--- src/rtl/adder_packer.sv ---
// Upstream driver for the four-operand adder: gathers x, y, z, w and cin into the packed ins bus,
// waits out the adder register stage, returns sm_r/sm_zero_r and cross-checks them against a local sum.
module adder_packer #(
  parameter int W = 8
) (
  input  logic           clk,
  input  logic           rst,
  input  logic           op_valid,
  output logic           op_ready,
  input  logic [W-1:0]   op_data,
  input  logic           op_cin,
  output logic [4*W:0]   ins,
  input  logic [W+1:0]   sm_r,
  input  logic           sm_zero_r,
  output logic           res_valid,
  input  logic           res_ready,
  output logic [W+1:0]   res_sum,
  output logic           res_zero,
  output logic           chk_err
);

  // Both streams use plain valid/ready: a beat or result transfers on a rising edge where
  // valid and ready are both high; the sender holds data stable while valid is high and ready low.

  localparam logic [1:0] COLLECT = 2'd0;
  localparam logic [1:0] SETTLE  = 2'd1;
  localparam logic [1:0] CAPTURE = 2'd2;
  localparam logic [1:0] OUT     = 2'd3;

  logic [1:0]   state;
  logic [1:0]   idx;
  logic [W+1:0] expected;
  logic [W+1:0] ins_sum;

  // Zero-extended to W+2 bits; 4*(2^W-1)+1 always fits.
  always_comb begin
    ins_sum = {2'b00, ins[W-1:0]}
            + {2'b00, ins[2*W-1:W]}
            + {2'b00, ins[3*W-1:2*W]}
            + {2'b00, ins[4*W-1:3*W]}
            + {{(W+1){1'b0}}, ins[4*W]};
  end

  always_ff @(posedge clk or posedge rst) begin
    if (rst) begin
      state     <= COLLECT;
      idx       <= 2'd0;
      ins       <= '0;
      op_ready  <= 1'b0;
      res_valid <= 1'b0;
      res_sum   <= '0;
      res_zero  <= 1'b0;
      chk_err   <= 1'b0;
      expected  <= '0;
    end else begin
      case (state)
        COLLECT: begin
          if (!op_ready) begin
            // First cycle out of reset: open the operand stream.
            op_ready <= 1'b1;
          end else if (op_valid) begin
            ins[idx*W +: W] <= op_data;
            if (idx == 2'd0) ins[4*W] <= op_cin;
            if (idx == 2'd3) begin
              state    <= SETTLE;
              op_ready <= 1'b0;
              idx      <= 2'd0;
            end else begin
              idx <= idx + 2'd1;
            end
          end
        end
        SETTLE: begin
          expected <= ins_sum;
          state    <= CAPTURE;
        end
        CAPTURE: begin
          res_sum   <= sm_r;
          res_zero  <= sm_zero_r;
          res_valid <= 1'b1;
          if ((sm_r != expected) || (sm_zero_r != (sm_r == '0))) chk_err <= 1'b1;
          state <= OUT;
        end
        OUT: begin
          if (res_ready) begin
            res_valid <= 1'b0;
            op_ready  <= 1'b1;
            state     <= COLLECT;
          end
        end
        default: state <= COLLECT;
      endcase
    end
  end

endmodule

--- config.mk ---
export PLATFORM = sky130hd
export DESIGN_NAME = adder_packer
export DESIGN_NICKNAME = d
export VERILOG_FILES = /design/src/rtl/adder_packer.sv
export SDC_FILE = /design/constraint.sdc
export NUM_CORES = 1
export LEC_CHECK = 0
export BUFFER_PORTS_ARGS = -buffer_cell sky130_fd_sc_hd__buf_2
export CELL_PAD_IN_SITES_DETAIL_PLACEMENT = 0
export CELL_PAD_IN_SITES_GLOBAL_PLACEMENT = 2
export CORE_MARGIN = 8
export CORE_UTILIZATION = 37
export DETAILED_ROUTE_END_ITERATION = 10
export MAX_ROUTING_LAYER = met4
export PLACE_DENSITY_LB_ADDON = 0.1
export SYNTH_ARGS = -nofsm -noshare
export SYNTH_HDL_FRONTEND = slang
export SYNTH_SLANG_ARGS = --single-unit
export TNS_END_PERCENT = 1
--- constraint.sdc ---
create_clock -name clk -period 5.6 [get_ports clk]
set_input_delay 1.12 -clock clk [delete_from_list [all_inputs] [get_ports clk]]
set_output_delay 1.12 -clock clk [all_outputs]
set_load 0.1 [all_outputs]
### Word level (Yosys, flattened, before mapping)

Index checks and enable logic that the tools add are counted.

* memories kept: 0
* latch bits: 0
* bits in read-only memories: 0
* output and inout bits: 47
* input bits: 24
* memory bits (writable): 0
* register bits: 61

* order comparisons: 0
* shifts and indexed selects: 2
* multiply operators: 0
* div/mod/pow operators: 0
* equality and inequality tests: 10
* reductions and logical operators: 11
* mux-type cells: 15
* add/sub/neg operators: 6
* bitwise operators: 0

Operators with widths (number)
* $neg A5 Y34: 1
* $shift A8 B34 Y33 const A: 1
* $shiftx A8 B34 Y33: 1
* $bwmux W33: 1
* $add A10 B1 Y10: 1
* $add A10 B8 Y10: 1
* $add A9 B8 Y10: 1
* $logic_not A10 Y1: 1
* $mux W2: 5
* $ne A10 B10 Y1: 1
* $add A8 B8 Y9: 1
* $ne A2 B2 Y1 const B: 4
* $pmux W2 S4: 1
* $eq A2 B2 Y1 const B: 3
* $mux W1: 6
* $reduce_and A2 Y1: 3
* $logic_not A2 Y1: 2
* $pmux W1 S2: 2
* $reduce_and A4 Y1: 1
* $reduce_bool A2 Y1: 2
* $reduce_and A3 Y1: 1
* $add A2 B1 Y2 const B: 1
* $eq A2 B1 Y1 const B: 1
* $logic_or A1 B1 Y1: 1
* $ne A1 B1 Y1: 1

### Logic depth before layout (Yosys ltp)

* word-level depth: 5
* depth in mapped cells: 12

### Worst setup path before layout

No wires, ideal clock.

* path type: reg-to-reg
* start: register ins[1]
* end: register expected[7]
* stages on the path, launching flop included: 13
* data arrival time: 3.479 ns
* path slack: 1.996 ns
* required time: 5.475 ns
* path through: dfrtp_1 inv_1 fa_1 fa_1 inv_1 ha_1 inv_1 fa_1 nor2b_1 o31a_1 o31a_1 a21oi_1 mux2_2

* longest elaborated chain between the ends: 4

Ends and longest elaborated chain
* start, declared: RTL line 12 `output logic [4*W:0] ins,`
* start signal, assigned by index: RTL line 62 `ins[idx*W +: W] <= op_data;`
* start signal, assigned by index: RTL line 63 `if (idx == 2'd0) ins[4*W] <= op_cin;`
* $add A8 B8 Y9: RTL line 38 `+ {2'b00, ins[2*W-1:W]}`
* $add A9 B8 Y10: RTL line 39 `+ {2'b00, ins[3*W-1:2*W]}`
* $add A10 B8 Y10: RTL line 40 `+ {2'b00, ins[4*W-1:3*W]}`
* $add A10 B1 Y10: RTL line 41 `+ {{(W+1){1'b0}}, ins[4*W]};`
* end signal, assigned: RTL line 74 `expected <= ins_sum;`
* end, declared: RTL line 32 `logic [W+1:0] expected;`

Every way passes these cells.
A chain may end at the register's enable or synchronous reset.

### Worst setup path after layout

Same ends and word-level chain as after synthesis.

==> run summary <==
=======================================================================================
Actual transition at the worst max-transition pin                              0.801 ns
Final Hold Viols                                                                      0
Path category of the worst min-delay check                                 register to register
Number of failing setup endpoints in the final timing report                          0
#FFs+latches synth                                                                   61
Reg-to-reg startpoint                                                            ins[1]
Grt total ovfl                                                                        0
Max_slew headroom                                                                 0.466
Antenna violations before repair                                                      0
Clock tree from TritonCTS                                                           yes
Antenna Cells                                                                         0
Largest net degree at the start of global routing                                    62
H-tree levels                                                                         3
Crit Reg-Reg Endpoint                                                       expected[7]
Half-perimeter wire length of the detailed placement result                6550 microns
Final weighted congestion in routability-driven placement                         0.767
Vias per inst                                                                      4.74
Logic depth of the worst register-to-register path                                   12
Maximum clock frequency                                                       0.327 GHz
Pins over their slew limit                                                            0
Part of the cycle the worst path needs                                            0.545
Count of hold buffers inserted by post-cts repair                                     0
Post-synth ARST share                                                              1.00
Clock-pin slew on the worst setup and hold paths                                0.08 ns
Slowest library cell on the worst path                                     sky130_fd_sc_hd__fa_1
Clock buffer depth                                                                    2
Crit path arrival time                                                          3.28 ns
Number of vias in the routed layout                                               2,569
Worst clock skew                                                              0.0109 ns
Number of violations reported at the end of detailed-routing iteration 0            113
Status                                                                     complete, no violations
Clk_lat worst skew                                                              0.34 ns
Worst hold margin                                                              0.504 ns
Layout cells sized above 1                                                        0.258
Gates resized, CTS repair                                                             0
Cell row count                                                                       35
Post-detailed-route wirelength per cell                                    16.1 microns
Full die area                                                              12,700 sq um
Sequential area share after synthesis                                             0.440
Effective utilization at floorplan                                                0.379
TritonCTS buffer count                                                                9
Number of design rule violations left after detail routing                            0
Setup crit end kind                                                            register
Start point of the critical path                                                 ins[1]
Layout Nets                                                                         486
Yosys synthesis warning count                                                         0
Kind of critical path                                                      register to register
Number of global-route vias before repair                                         2,701
Number of distinct standard cells referenced by the synthesized netlist              36
End point of the critical path                                              expected[7]
Post-placement setup slack                                                      2.53 ns
Avg Cell Area, Syn                                                           9.87 sq um
Fill count                                                                          922
MaxCap Viol Count                                                                     0
Cell at the root of the clock tree                                         sky130_fd_sc_hd__clkbuf_8
Core box area                                                                9150 sq um
Reg-to-reg setup timing slack                                                   2.55 ns
CP startpoint kind                                                             register
Most common flop cell mapped by yosys                                      sky130_fd_sc_hd__dfrtp_1
Signed area change from the synthesized netlist to the final layout               20.9%
Number of enable flip-flop cells after synthesis                                      0
Required time of the critical path                                              5.83 ns
Sum of negative setup slack                                                        0 ns
Antenna viol nets, final                                                              0
Ports placed on the boundary                                                         71
IO buf count                                                                         70
Count of mapped cells out of synthesis                                              351
Worst path setup slack after routing                                            2.55 ns
Area of the mapped netlist                                                   3470 sq um
RSZ-0062 raised after global routing                                                 no
Total Routing Usage GR                                                            0.150
Final min period                                                                3.05 ns
Die height                                                                  113 microns
Wire length of the first global-routing pass                               14,400 microns
Number of clock sinks                                                                61
DRT Pass-1 Iters                                                                      4
Critical Path Fanout Max                                                              3
Critical-path cell list                                                    inv_1 -> fa_1 -> fa_1 -> inv_1 -> ha_1 -> inv_1 -> fa_1 -> nor2b_1 -> o31a_1 -> o31a_1 -> a21oi_1 -> mux2_2
Synthesized netlist net count                                                       411
Number of buffers inserted to repair setup after CTS                                  0
Stage delay of the slowest cell on the critical path                            0.55 ns
Die Width                                                                   113 microns
Routed WL                                                                  8750 microns
=======================================================================================
## layout make-up
class                      count  area (sq um)  area share
multi-input combinational    235          1720       0.410
tap                          111           139      0.0331
inverter                      48           180      0.0430
timing repair buffer          71           358      0.0854
clock inverter                 7           146      0.0349
sequential                    61          1530       0.364
clock buffer                   9           124      0.0296
## worst max-delay path, delay by kind of cell (launching register included)
kind	cells	cell delay (ns)
compound gates	3	0.39
flops	1	0.36
simple gates	1	0.16
mux	1	0.26
fa+ha+maj	4	1.58
buf+inv	3	0.20
## stage by stage
| step | utilization | cells | area (sq um) |
|---|---|---|---|
| after floorplan | - | 351 | 3470 |
| after global placement | 0.428 | 526 | 3920 |
| final | 0.458 | 542 | 4190 |
| after global routing | 0.458 | 542 | 4190 |
| after CTS | 0.458 | 542 | 4190 |
| after detailed placement | 0.428 | 526 | 3920 |
## cells in the mapped netlist (6+ instances only)
library cell | instances | area [sq um]
sky130_fd_sc_hd__mux2_2 | 15 | 169
sky130_fd_sc_hd__nor2_1 | 11 | 41.3
sky130_fd_sc_hd__nand2_1 | 74 | 278
sky130_fd_sc_hd__dfrtp_1 | 61 | 1530
sky130_fd_sc_hd__fa_1 | 17 | 340
sky130_fd_sc_hd__o21ai_0 | 39 | 195
sky130_fd_sc_hd__a21oi_1 | 7 | 35.0
sky130_fd_sc_hd__ha_1 | 19 | 238
sky130_fd_sc_hd__inv_1 | 47 | 176
sky130_fd_sc_hd__xor2_1 | 7 | 61.3
sky130_fd_sc_hd__buf_2 | 6 | 30.0
sky130_fd_sc_hd__xnor2_1 | 6 | 52.6
## worst min path at each step
stage	from	end	slack (ns)	depth (start not counted)
floorplan	expected[5]	expected[5]	0.47	1
global placement	ins[18]	ins[18]	0.49	2
detailed placement	res_sum[7]	res_sum[7]	0.49	1
CTS	ins[19]	ins[19]	0.51	2
global route	res_sum[4]	res_sum[4]	0.52	1
finish	res_zero	res_zero	0.50	1
## flip-flops by register name, summed over array words and instances (netlist names)
signal     count
res_sum       10
res_zero       1
op_ready       1
res_valid      1
ins           33
idx            2
expected      10
chk_err        1
state          2
## cell families (layout without fill, tap and decap cells)
group	Yosys count	after routing	synth area share
AOI/OAI and AO/OA	66	66	0.111
DFF	61	61	0.440
muxes	16	16	0.0531
and+or+nand+nor	104	104	0.132
xor gates and xnor gates	13	13	0.0329
adders and majority gates	36	36	0.167
buffers and inverters	55	135	0.0639
## layout by cell type (no fill, tap or decap), types with 4 or more instances in the layout
cell / instances
sky130_fd_sc_hd__nor4_1: 5
sky130_fd_sc_hd__a21oi_1: 7
sky130_fd_sc_hd__xor2_1: 7
sky130_fd_sc_hd__inv_1: 46
sky130_fd_sc_hd__ha_1: 19
sky130_fd_sc_hd__clkbuf_8: 9
sky130_fd_sc_hd__fa_1: 17
sky130_fd_sc_hd__buf_2: 70
sky130_fd_sc_hd__xnor2_1: 6
sky130_fd_sc_hd__nand3_1: 4
sky130_fd_sc_hd__nor2_1: 11
sky130_fd_sc_hd__bufinv_16: 4
sky130_fd_sc_hd__o21ai_0: 39
sky130_fd_sc_hd__mux2_2: 15
sky130_fd_sc_hd__dfrtp_1: 61
sky130_fd_sc_hd__nand2_1: 74
## layer usage
layer | routed length, microns | GRT usage
met1 | 4170 | 0.186
met5 | 0 | -
met2 | 4030 | 0.234
met4 | 112 | 0.0549
met3 | 440 | 0.0378
Power is not shown: default switching activity piles up to over one toggle a cycle in this logic, so the estimate is an artifact.
